--- src/rtl/frame_gen_pkg.sv ---
// Shared types and constants for the RGMII test-frame generator.
// Holds the FSM state set, framing bytes and CRC-32 constants.
package frame_gen_pkg;

  typedef enum logic [2:0] {
    ST_IDLE,
    ST_PRE,
    ST_SFD,
    ST_HDR,
    ST_PAY,
    ST_FCS,
    ST_IFG
  } state_t;

  localparam logic [7:0]  PREAMBLE_BYTE = 8'h55;
  localparam logic [7:0]  SFD_BYTE      = 8'hD5;
  localparam logic [31:0] CRC_INIT      = 32'hFFFFFFFF;
  localparam logic [31:0] CRC_POLY_REFL = 32'hEDB88320;
  localparam logic [31:0] CRC_RESIDUE   = 32'hDEBB20E3;

  localparam int HDR_LEN = 14;
  localparam int PRE_LEN = 7;
  localparam int FCS_LEN = 4;
  localparam int CNT_W   = 16;

endpackage

--- src/rtl/crc32_d8.sv ---
// Combinational IEEE 802.3 CRC-32 step over one byte, reflected form.
// Ports: crc (current register), data (byte, LSB first), crc_next.
module crc32_d8
  import frame_gen_pkg::*;
(
  input  logic [31:0] crc,
  input  logic [7:0]  data,
  output logic [31:0] crc_next
);

  logic [31:0] c;

  always_comb begin
    c = crc;
    for (int i = 0; i < 8; i++) begin
      if (c[0] ^ data[i]) c = (c >> 1) ^ CRC_POLY_REFL;
      else                c = c >> 1;
    end
  end

  assign crc_next = c;

endmodule

--- src/rtl/rgmii_frame_gen.sv ---
// Ethernet test-frame source for the 125 MHz RGMII transmit path.
// Ports: clk, reset (async high), enable, [bad_fcs when
// FRAME_GEN_BAD_FCS_EN is defined], tx_data_mux[7:0],
// tx_ctl_mux[1:0], busy, frame_done, frame_count[31:0].
module rgmii_frame_gen
  import frame_gen_pkg::*;
#(
  parameter int          PAYLOAD_LEN = 64,
  parameter int          IFG_BYTES   = 12,
  parameter logic [47:0] DST_MAC     = 48'hFFFFFFFFFFFF,
  parameter logic [47:0] SRC_MAC     = 48'h020000000001,
  parameter logic [15:0] ETHERTYPE   = 16'h88B5
) (
  input  logic        clk,
  input  logic        reset,
  input  logic        enable,
`ifdef FRAME_GEN_BAD_FCS_EN
  input  logic        bad_fcs,
`endif
  output logic [7:0]  tx_data_mux,
  output logic [1:0]  tx_ctl_mux,
  output logic        busy,
  output logic        frame_done,
  output logic [31:0] frame_count
);

  if (PAYLOAD_LEN < 46 || PAYLOAD_LEN > 1500) begin : g_len_chk
    $error("PAYLOAD_LEN must be in 46..1500");
  end
  if (IFG_BYTES < 12) begin : g_ifg_chk
    $error("IFG_BYTES must be at least 12");
  end

  localparam logic [111:0] HDR = {DST_MAC, SRC_MAC, ETHERTYPE};

  localparam logic [CNT_W-1:0] PRE_LAST = CNT_W'(PRE_LEN - 1);
  localparam logic [CNT_W-1:0] HDR_LAST = CNT_W'(HDR_LEN - 1);
  localparam logic [CNT_W-1:0] PAY_LAST = CNT_W'(PAYLOAD_LEN - 1);
  localparam logic [CNT_W-1:0] FCS_LAST = CNT_W'(FCS_LEN - 1);
  localparam logic [CNT_W-1:0] FCS_DONE = CNT_W'(FCS_LEN - 2);
  localparam logic [CNT_W-1:0] IFG_LAST = CNT_W'(IFG_BYTES - 1);

  state_t           state;
  logic [CNT_W-1:0] cnt;
  logic [CNT_W-1:0] cnt_inc;
  logic [31:0]      crc;
  logic [31:0]      crc_nxt;
  logic [31:0]      seq;
  logic [31:0]      fcs;
  logic [31:0]      fcs_first;
  logic             bad_q;

  assign cnt_inc = cnt + 1'b1;

  // The CRC step runs on the byte currently on the wire, so the
  // last payload byte is folded in on the edge that emits FCS[0].
  crc32_d8 u_crc (
    .crc      (crc),
    .data     (tx_data_mux),
    .crc_next (crc_nxt)
  );

`ifndef FRAME_GEN_BAD_FCS_EN
  assign bad_q = 1'b0;
`endif

  assign fcs       = bad_q ? crc     : ~crc;
  assign fcs_first = bad_q ? crc_nxt : ~crc_nxt;

  function automatic logic [7:0] hdr_byte(input logic [3:0] i);
    logic [111:0] s;
    s = HDR << {i, 3'b000};
    return s[111:104];
  endfunction

  function automatic logic [7:0] pay_byte(
    input logic [CNT_W-1:0] i,
    input logic [31:0]      sq
  );
    logic [7:0] b;
    if (|i[CNT_W-1:2]) begin
      b = i[7:0];
    end else begin
      unique case (i[1:0])
        2'd0: b = sq[31:24];
        2'd1: b = sq[23:16];
        2'd2: b = sq[15:8];
        default: b = sq[7:0];
      endcase
    end
    return b;
  endfunction

  always_ff @(posedge clk or posedge reset) begin
    if (reset) begin
      state       <= ST_IDLE;
      cnt         <= '0;
      crc         <= CRC_INIT;
      seq         <= '0;
      tx_data_mux <= '0;
      tx_ctl_mux  <= '0;
      busy        <= 1'b0;
      frame_done  <= 1'b0;
      frame_count <= '0;
`ifdef FRAME_GEN_BAD_FCS_EN
      bad_q       <= 1'b0;
`endif
    end else begin
      frame_done <= 1'b0;
      unique case (state)
        ST_IDLE: begin
          if (enable) begin
            state       <= ST_PRE;
            cnt         <= '0;
            seq         <= frame_count;
            tx_data_mux <= PREAMBLE_BYTE;
            tx_ctl_mux  <= 2'b11;
            busy        <= 1'b1;
`ifdef FRAME_GEN_BAD_FCS_EN
            bad_q       <= bad_fcs;
`endif
          end
        end
        ST_PRE: begin
          if (cnt == PRE_LAST) begin
            state       <= ST_SFD;
            cnt         <= '0;
            crc         <= CRC_INIT;
            tx_data_mux <= SFD_BYTE;
          end else begin
            cnt         <= cnt_inc;
            tx_data_mux <= PREAMBLE_BYTE;
          end
        end
        ST_SFD: begin
          state       <= ST_HDR;
          cnt         <= '0;
          tx_data_mux <= hdr_byte(4'd0);
        end
        ST_HDR: begin
          crc <= crc_nxt;
          if (cnt == HDR_LAST) begin
            state       <= ST_PAY;
            cnt         <= '0;
            tx_data_mux <= pay_byte('0, seq);
          end else begin
            cnt         <= cnt_inc;
            tx_data_mux <= hdr_byte(cnt_inc[3:0]);
          end
        end
        ST_PAY: begin
          crc <= crc_nxt;
          if (cnt == PAY_LAST) begin
            state       <= ST_FCS;
            cnt         <= '0;
            tx_data_mux <= fcs_first[7:0];
          end else begin
            cnt         <= cnt_inc;
            tx_data_mux <= pay_byte(cnt_inc, seq);
          end
        end
        ST_FCS: begin
          if (cnt == FCS_LAST) begin
            state       <= ST_IFG;
            cnt         <= '0;
            tx_data_mux <= '0;
            tx_ctl_mux  <= 2'b00;
          end else begin
            cnt         <= cnt_inc;
            tx_data_mux <= fcs[{cnt_inc[1:0], 3'b000} +: 8];
            if (cnt == FCS_DONE) begin
              frame_done  <= 1'b1;
              frame_count <= frame_count + 1'b1;
            end
          end
        end
        ST_IFG: begin
          if (cnt != IFG_LAST) begin
            cnt <= cnt_inc;
          end else if (enable) begin
            state       <= ST_PRE;
            cnt         <= '0;
            seq         <= frame_count;
            tx_data_mux <= PREAMBLE_BYTE;
            tx_ctl_mux  <= 2'b11;
`ifdef FRAME_GEN_BAD_FCS_EN
            bad_q       <= bad_fcs;
`endif
          end else begin
            state <= ST_IDLE;
            cnt   <= '0;
            busy  <= 1'b0;
          end
        end
        default: begin
          state <= ST_IDLE;
          cnt   <= '0;
          busy  <= 1'b0;
        end
      endcase
    end
  end

endmodule

--- config.mk ---
export PLATFORM = sky130hd
export DESIGN_NAME = rgmii_frame_gen
export DESIGN_NICKNAME = d
export VERILOG_FILES = /design/src/rtl/frame_gen_pkg.sv /design/src/rtl/crc32_d8.sv /design/src/rtl/rgmii_frame_gen.sv
export SDC_FILE = /design/constraint.sdc
export NUM_CORES = 1
export LEC_CHECK = 0
export ABC_AREA = 1
export CAP_MARGIN = 0
export CORE_ASPECT_RATIO = 2
export CORE_MARGIN = 5
export CORE_UTILIZATION = 59
export CTS_CLUSTER_DIAMETER = 40
export DETAILED_ROUTE_END_ITERATION = 7
export HOLD_SLACK_MARGIN = 0.12
export PLACE_DENSITY = 0.84
export SLEW_MARGIN = 20
export SYNTH_ARGS = -nofsm -noshare
export SYNTH_HDL_FRONTEND = slang
export SYNTH_SLANG_ARGS = --single-unit
--- constraint.sdc ---
create_clock -name clk -period 5.8 [get_ports clk]
set_input_delay 1.16 -clock clk [delete_from_list [all_inputs] [get_ports clk]]
set_output_delay 1.16 -clock clk [all_outputs]
set_load 0.01 [all_outputs]
==> results.ini, run 1 <==
[clock_tree]
hold_buffers=0
htreeDepth=4
cts.path.max_buffers=2
post_cts_buffers=0
ctsResizeCount=0
insertion_delay_ns=0.43
cts_sinks=126
cts.reportedPaths.clkPinSlew_ns=0.06
cts_root_buf=clkbuf_16
cts_buffers=17
cts_tree=yes

[layout]
area_delta_synth_final_pct=14.2
final_cell_area_mm2=0.00929
layoutNonFillerInstCount=1306
final_nets=1149
seqCellArea_mm2=0.00319
final_util=0.687
n_antenna_cell=0
drive_gt1_frac=0.102
multi_input_area_mm2=0.00426
fillers=1155

[synthesis]
netlist_area_mm2=0.00813
synth_top_area_cell=dfrtp_1
synth_top_area_frac=0.289
synth-edff-count=0
ys_warn_count=0
async_flop_share=1.00
syn_area_per_cell_um2=7.40
syn-num-nets=1110
syn-instance-count=1099
synth_flop_cell=dfrtp_1
synth.area.top_cells=dfrtp_1 29%, nand2_1 13%, dfstp_2 10%
synth_seq_cells=126
ys_seq_area_frac=0.393
synth_cell_types=47

[global_route]
grt_pass1_vias=7939
antenna_found_initial=0
grt_usage=0.320
grt_max_degree=84
grt_overflow=0
grt_pass1_wl_mm=39.9

[pwr]
swShare=0.228
p_seq_frac=0.434
p_switching_mw=0.462
p_int_mw=1.57
combPwrFrac=0.010
leakage_nw=4.27
ir_drop_mv=0.188
finalPower_mw=2.03
clockPowerShare=0.556
power_density_mw_per_mm2=218

[worst_setup_path]
timing.rr.start=cnt[0]$_DFFE_PP0N_
crit_type=reg2reg
path_cells=buf_4 > inv_2 > ha_1 > inv_1 > o21ai_0 > a21oi_1 > a21oi_1 > o21ai_0 > inv_1 > o21ai_0 > inv_1 > nand2_1 > nand2_1 > nand2_1
critPathBufInv=5
cpLargestDelayFamily=buffers and inverters
cp_slowest_cell=ha_1
worstRegToRegCells=14
r2r_slack_ns=2.77
crit_fanout=19
cpPeakStageDelay_ns=0.74
r2r-end=tx_data_mux[3]$_DFFE_PP0P_
worstSetupStartpointType=register
arrival_ns=3.35
worstPathRequired_ns=6.12
critical_path_depth=14
crit_path_end_kind=register

[timing]
finalSetupViolCount=0
finalCritPeriodShare=0.522
finClkSkew_ns=0.0121
finalMaxSlewViolations=0
fin_ws_ns=2.77
hold_viol=0
timing.slew.headroom=0.383
hold-worst-slack_ns=0.482
fmax_ghz=0.331
worstMarginPinSlew_ns=0.922
period_needed_ns=3.03
finalSetupTns_ns=0
rsz0062_at_grt=no

[placed_design]
dp_cells=1274
port_buffers=46
place_hpwl_mm=18.9
gp_congestion=1.01
dp_slack_ns=2.66
place_area_mm2=0.00867

[status]
outcome=complete, no violations

[detailed_routing]
drtPass1Iterations=5
postRouteAntennaNets=0
drt_iter0_drc=600
wire_per_inst_um=19.6
drc=0
routed_wl_mm=25.5
vias=7791
vias_per_cell=5.97

[die]
rows=60
pin_count=47
floorplan.initialDensity=0.602
fp.dieH_um=176
die_area_mm2=0.0164
core_mm2=0.0135
die_w_um=93.0

[flow_run]
cap_violations=0

[hold_path]
min_path_type=reg2reg
hold_depth=2
hold_path_end=seq[9]$_DFFE_PP0P_
min_from=seq[9]$_DFFE_PP0P_

[area by class of cell]
type,instances,area share
repair buffers,49,0.0520
clock inverters,15,0.0202
well taps,155,0.0209
inverters,143,0.0583
flip-flops and latches,126,0.344
multi-input cells,801,0.459
clock buffers,17,0.0458
[flip-flops by register name, summed over array words and instances (netlist names)]
signal	flops
seq	32
cnt	16
state	3
frame_count	32
frame_done	1
tx_data_mux	8
busy	1
crc	32
tx_ctl_mux	1
[worst min-delay path: cells and delay by family, from the launching register on]
kind          cells  cell delay, ns
flops             1            0.35
simple gates      2            0.10
[kinds of logic after synthesis]
family                   after synthesis  share of synthesized area
AND/OR/NAND/NOR                      504                      0.271
AO/OA/AOI/OAI                        194                      0.129
buffers and inverters                172                     0.0835
flip-flops                           126                      0.393
XOR/XNOR                              91                      0.107
adder cells (fa/ha/maj)                8                     0.0123
multiplexers                           4                    0.00492
[cells in the mapped netlist, drive strengths merged, types with 4 or more instances]
master  number
nand2      295
inv        143
o21ai      121
nor2        96
dfrtp       94
xor2        74
nand3       54
a21oi       43
dfstp       32
nor3        25
clkbuf      18
o22ai       17
xnor2       17
nand4       16
buf         11
nor4        10
ha           8
or2          8
mux2i        4
o211ai       4
[layer usage]
layer | share of wire | vias to the layer above | wire [um] | GRT usage
met1 | 0.32 | 3632 | 8140 | 0.295
met4 | 0.11 | 0 | 2860 | 0.305
met2 | 0.52 | 373 | 13400 | 0.580
li1 | - | 3611 | - | -
met3 | 0.045 | 175 | 1160 | 0.0439
met5 | 0 | - | 0 | 0
[placed cells by master (no fill, tap or decap), types with 8 or more instances in the layout]
cell and instances:
nand2_2 10, o21ai_0 114, dfrtp_1 94, dfstp_2 32
nor4_1 9, inv_1 136, nand3_1 50, nor2_1 87
clkbuf_16 17, o22ai_1 17, clkdlybuf4s50_1 46, a21oi_1 42
xnor2_1 15, nand2_1 283, xor2_1 71, ha_1 8
nor3_1 24, nand4_1 15
[worst max-delay path by stage]
| stage | from | end |
|---|---|---|
| 2_1_floorplan | reset | busy$_DFFE_PP0P_ |
| 3_3_place_gp | enable | state[1]$_DFFE_PP0P_ |
| 3_5_place_dp | enable | tx_data_mux[1]$_DFFE_PP0P_ |
| 4_1_cts | cnt[0]$_DFFE_PP0N_ | tx_data_mux[3]$_DFFE_PP0P_ |
| 5_1_grt | cnt[0]$_DFFE_PP0N_ | tx_data_mux[3]$_DFFE_PP0P_ |
| 6_report | cnt[0]$_DFFE_PP0N_ | tx_data_mux[3]$_DFFE_PP0P_ |
[power groups by stage]
stage               clock network (mW)  logic (mW)  registers, mW
detailed placement                   0      0.0210          0.895
CTS                               1.12      0.0210          0.880
global route                      1.17      0.0240          0.880
floorplan                            0      0.0136          0.895
global placement                     0      0.0208          0.895
finish                            1.13      0.0201          0.880
(Power assumes the default switching activity.)
==> run 2, diff against run 1 <==
==> constraint.sdc (replaced) <==
create_clock -name clk -period 3.15 [get_ports clk]
set_input_delay 0.63 -clock clk [delete_from_list [all_inputs] [get_ports clk]]
set_output_delay 0.63 -clock clk [all_outputs]
set_load 0.01 [all_outputs]
==> run 2 against run 1 <==
Compared with the run above: clock skew barely moved; highest routed layer unchanged; largest cell class unchanged; largest power group unchanged; non-clock buffer count increased by 16; first-iteration DRC count shrank 10%; sequential power grew 84%; critical path depth decreased by 4; cell area is 1.5% higher; utilization up 1.0 points; cell count is 1.2% higher; clock power increased by 81%; setup slack worse by 2.4 ns; sequential share of layout area decreased by 0.50 points.
==> results.ini, run 2 (synthesis gave the netlist of run 1 again) <==
[clock_tree]
cts.reportedPaths.clkPinSlew_ns=0.07
ctsResizeCount=0
cts_buffers=17
cts_root_buf=clkbuf_16
insertion_delay_ns=0.43
post_cts_buffers=0
hold_buffers=0
htreeDepth=4
cts.path.max_buffers=2
cts_tree=yes
cts_sinks=126

[layout]
final_cell_mix=283 x nand2_1, 136 x inv_1, 114 x o21ai_0
final_nets=1165
area_delta_synth_final_pct=15.9
n_antenna_cell=0
final_common_cell=nand2_1
reg.largest.list=crc: 32 flops, frame_count: 32 flops, seq: 32 flops
final_util=0.697
drive_gt1_frac=0.114

[detailed_routing]
drc=0
postRouteAntennaNets=0
drt_iter0_drc=540
vias=7772
wire_per_inst_um=19.6
routed_wl_mm=25.8
drtPass1Iterations=5
vias_per_cell=5.88

[global_route]
grt_max_degree=42
grt_overflow=0
antenna_found_initial=0
grt_pass1_vias=7953
grt_usage=0.330
grt_pass1_wl_mm=41.0

[timing]
rsz0062_at_grt=no
finalSetupViolCount=0
fmax_ghz=0.362
hold_viol=0
finClkSkew_ns=0.0119
timing.slew.headroom=0.420
period_needed_ns=2.76
worstMarginPinSlew_ns=0.869
finalSetupTns_ns=0
finalCritPeriodShare=0.878
finalMaxSlewViolations=0

[hold_path]
hold_depth=2
min_from=seq[13]$_DFFE_PP0P_
hold_path_end=seq[13]$_DFFE_PP0P_
min_path_type=reg2reg

[die]
floorplan.initialDensity=0.602
die_area_mm2=0.0164
fp.dieH_um=176
die_w_um=93.0
rows=60
core_mm2=0.0135
pin_count=47

[pwr]
finalPower_mw=3.71
combPwrFrac=0.012
swShare=0.230
p_int_mw=2.85
p_switching_mw=0.852
clockPowerShare=0.551
leakage_nw=4.34
p_seq_frac=0.437
ir_drop_mv=0.358
power_density_mw_per_mm2=393

[worst_setup_path]
worstSetupStartpointType=register
crit_fanout=11
cpLargestDelayFamily=simple AND/OR/NAND/NOR gates
r2r-end=cnt[14]$_DFFE_PP0N_
r2r_slack_ns=0.39
arrival_ns=3.03
worstPathRequired_ns=3.42
crit_type=reg2reg
cp_slowest_cell=dfrtp_1
critPathBufInv=1
path_cells=inv_1 > nand4_2 > nor4_4 > nand2_1 > nand2_4 > nand2_1 > nor2_1 > nand2_1 > nand2_1 > o21ai_0
cpPeakStageDelay_ns=0.44
worstRegToRegCells=10
cp_common_cell=nand2_1
crit_path_end_kind=register
timing.rr.start=cnt[14]$_DFFE_PP0N_

[placed_design]
place_hpwl_mm=19.8
gp_congestion=1.03
port_buffers=46

[status]
outcome=complete, no violations

[flow_run]
cap_violations=0

## run 2: cell count changes in the layout (fill, tap and decap cells not counted), sizes merged
cell | previous run | this run
buf | 3 | 19
clkinvlp | 2 | 5
clkbuf | 17 | 19
clkinv | 6 | 2
bufinv | 3 | 2
## run 2: per-layer routing
layer	share of wire	vias to the layer above	track usage	routed length, um
met5	0	-	0	0
met4	0.096	0	0.293	2480
met3	0.035	164	0.0448	901
met2	0.55	334	0.608	14100
met1	0.32	3617	0.306	8350
li1	-	3657	-	-
## run 2: layout make-up
cell class                 count  area (um2)
clock buffer                  19         453
clock inverter                13         154
multi-input combinational    801        4260
inverter                     143         541
tap                          155         194
fill                        1151        4090
timing repair buffer          65         628
sequential                   126        3190
## run 2: power by group through the flow
| stage | clock network, mW | logic [mW] | registers (mW) |
|---|---|---|---|
| 6_report | 2.04 | 0.0451 | 1.62 |
| 5_1_grt | 2.12 | 0.0517 | 1.62 |
| 4_1_cts | 2.05 | 0.0469 | 1.62 |
| 3_5_place_dp | 0 | 0.0469 | 1.65 |
| 3_3_place_gp | 0 | 0.0467 | 1.65 |
| 2_1_floorplan | 0 | 0.0253 | 1.65 |
## run 2: worst max path at each step
stage                             start                         end  slack (ns)  cells after the start
floorplan            cnt[0]$_DFFE_PP0N_         crc[24]$_DFFE_PP1P_        0.93                     12
global placement                 enable  tx_data_mux[1]$_DFFE_PP0P_        0.37                      8
detailed placement               enable  tx_data_mux[1]$_DFFE_PP0P_        0.37                      8
CTS                 cnt[14]$_DFFE_PP0N_         cnt[14]$_DFFE_PP0N_        0.46                     10
global route         cnt[0]$_DFFE_PP0N_  tx_data_mux[4]$_DFFE_PP0P_        0.27                     13
finish              cnt[14]$_DFFE_PP0N_         cnt[14]$_DFFE_PP0N_        0.39                     10
## run 2: tightest hold or removal path: stages (launching register included)
cell	delay [ns]
dfrtp_1	0.35
nand2_1	0.06
nand2_1	0.05
## run 2: metrics by stage
step | instance area (um2) | instances | hold WS, ns | setup WS (ns)
after global placement | 8820 | 1290 | 0.455 | 0.366
after floorplan | 8140 | 1099 | 0.442 | 0.930
after global routing | 9420 | 1322 | 0.499 | 0.268
final | 9420 | 1322 | 0.481 | 0.385
after detailed placement | 8820 | 1290 | 0.459 | 0.368
after CTS | 9420 | 1322 | 0.476 | 0.464
==> run 3, diff against run 2 <==
--- a/config.mk
+++ b/config.mk
@@ -6,14 +6,15 @@
 export NUM_CORES = 1
 export LEC_CHECK = 0
 export ABC_AREA = 1
+export ABC_CLOCK_PERIOD_IN_PS = 2200
 export CAP_MARGIN = 0
 export CORE_ASPECT_RATIO = 2
 export CORE_MARGIN = 5
-export CORE_UTILIZATION = 59
+export CORE_UTILIZATION = 55
 export CTS_CLUSTER_DIAMETER = 40
 export DETAILED_ROUTE_END_ITERATION = 7
 export HOLD_SLACK_MARGIN = 0.12
-export PLACE_DENSITY = 0.84
+export PLACE_DENSITY = 0.82
 export SLEW_MARGIN = 20
 export SYNTH_ARGS = -nofsm -noshare
 export SYNTH_HDL_FRONTEND = slang
==> constraint.sdc (replaced) <==
create_clock -name clk -period 2.2 [get_ports clk]
set_input_delay 0.44 -clock clk [delete_from_list [all_inputs] [get_ports clk]]
set_output_delay 0.44 -clock clk [all_outputs]
set_load 0.01 [all_outputs]
==> run 3 against run 2 <==
Compared with the run above: setup slack worse by 0.35 ns; via count grew 0.50%; sequential share of layout area is 1.7 points lower; sequential cell count is the same; register-to-register slack got worse by 0.35 ns; global-route usage down 3.9 points.
==> results.ini, run 3 (synthesis gave the netlist of run 1 again) <==
[status]
outcome=complete, no violations

[timing]
finalMaxSlewViolations=0
period_needed_ns=2.16
finalSetupViolCount=0
finClkSkew_ns=0.0105
hold_viol=0
finalCritPeriodShare=0.984
rsz0062_at_grt=yes
fin_ws_ns=0.0355
timing.slew.headroom=0.568
fmax_ghz=0.462
worstMarginPinSlew_ns=0.643

[layout]
fillers=1228
final_nets=1202
final_cell_mix=273 x nand2_1, 132 x inv_1, 109 x o21ai_0
n_antenna_cell=0
final_cell_area_mm2=0.00993
area_delta_synth_final_pct=22.0
final_common_cell=nand2_1
drive_gt1_frac=0.168
final_util=0.677
reg.largest.list=crc: 32 flops, frame_count: 32 flops, seq: 32 flops

[clock_tree]
cts_sinks=126
cts.reportedPaths.clkPinSlew_ns=0.06
insertion_delay_ns=0.42
cts_buffers=17
cts_root_buf=clkbuf_16
cts_tree=yes
hold_buffers=0
htreeDepth=4
cts.path.max_buffers=2

[detailed_routing]
postRouteAntennaNets=0
drtPass1Iterations=5
routed_wl_mm=24.3
vias=7811
drc=0
wire_per_inst_um=17.4
vias_per_cell=5.59
drt_iter0_drc=845

[flow_run]
cap_violations=0

[worst_setup_path]
crit_type=reg2reg
worstRegToRegCells=16
cpLargestDelayFamily=simple AND/OR/NAND/NOR gates
crit_path_end_kind=register
path_cells=buf_6 > nand2_4 > nor2_4 > nand3_2 > nand2_2 > nand2_2 > nor2_2 > nand2_1 > nor2_4 > nand2_4 > nand2_2 > nand3_2 > nand2_1 > nand2_1 > nand2_1 > nand2_1
cp_slowest_cell=dfrtp_1
critPathBufInv=1
arrival_ns=2.47
critical_path_depth=16
cpPeakStageDelay_ns=0.42
worstPathRequired_ns=2.51
worstSetupStartpointType=register
cp_common_cell=nand2_1
crit_fanout=8

[placed_design]
dp_slack_ns=0.0233
gp_congestion=0.966
place_hpwl_mm=17.8
port_buffers=46
place_area_mm2=0.00913

[die]
fp.dieH_um=182
die_area_mm2=0.0175
core_mm2=0.0147
rows=63
floorplan.initialDensity=0.555
die_w_um=96.0
pin_count=47

[global_route]
grt_max_degree=60
grt_overflow=0
grt_usage=0.291
grt_pass1_vias=7678
antenna_found_initial=0
grt_pass1_wl_mm=39.4

[pwr]
power_density_mw_per_mm2=523
ir_drop_mv=0.500
finalPower_mw=5.19
leakage_nw=4.54

[hold_path]
min_path_type=in2async

run 3: per-stage QoR:
stage,hold slack (ns),instances,setup TNS (ns)
final,0.311,1398,0
after global routing,0.325,1398,-0.598
after CTS,0.305,1393,0
after detailed placement,0.476,1362,0
after global placement,0.470,1362,0
after floorplan,0.442,1099,0
run 3: power breakdown:
| group | internal (mW) | total (mW) | switching [mW] | leakage (nW) |
|---|---|---|---|---|
| combinational | 0.0119 | 0.0626 | 0.0507 | 2.64 |
| sequential | 2.32 | 2.32 | 0 | 1.62 |
| clock | 1.70 | 2.81 | 1.11 | 0.276 |
| total | 4.03 | 5.19 | 1.16 | 4.54 |
run 3: final cells by class:
class / instances / area, um2 / area share
flip-flops and latches: 126 / 3200 / 0.322
clock inverters: 12 / 136 / 0.0137
multi-input cells: 801 / 4400 / 0.443
inverters: 143 / 546 / 0.0550
repair buffers: 102 / 960 / 0.0967
clock buffers: 19 / 443 / 0.0446
well taps: 195 / 244 / 0.0246
run 3: worst paths after layout:
check,from,to,slack (ns)
max in group asynchronous,reset,crc[10]$_DFFE_PP1P_,1.28
worst max register to register,cnt[1]$_DFFE_PP0N_,tx_data_mux[1]$_DFFE_PP0P_,0.04
worst min register to register,busy$_DFFE_PP0P_,busy$_DFFE_PP0P_,0.49
worst max-delay path,cnt[1]$_DFFE_PP0N_,tx_data_mux[1]$_DFFE_PP0P_,0.04
min in group clk,busy$_DFFE_PP0P_,busy$_DFFE_PP0P_,0.49
worst min-delay path,reset,frame_count[8]$_DFFE_PP0P_,0.31
run 3: repair_timing:
item                                    CTS  global route
setup buffers                             0             5
gates resized for setup                   1            53
endpoints found under the setup margin    1            72
cloned                                    0             0
pin swaps                                 0            17
run 3: per-layer routing:
metal  track usage  wire length, um
met5             0                0
met4         0.133             1000
met1         0.382             9920
met3        0.0435             1440
met2         0.466            11900
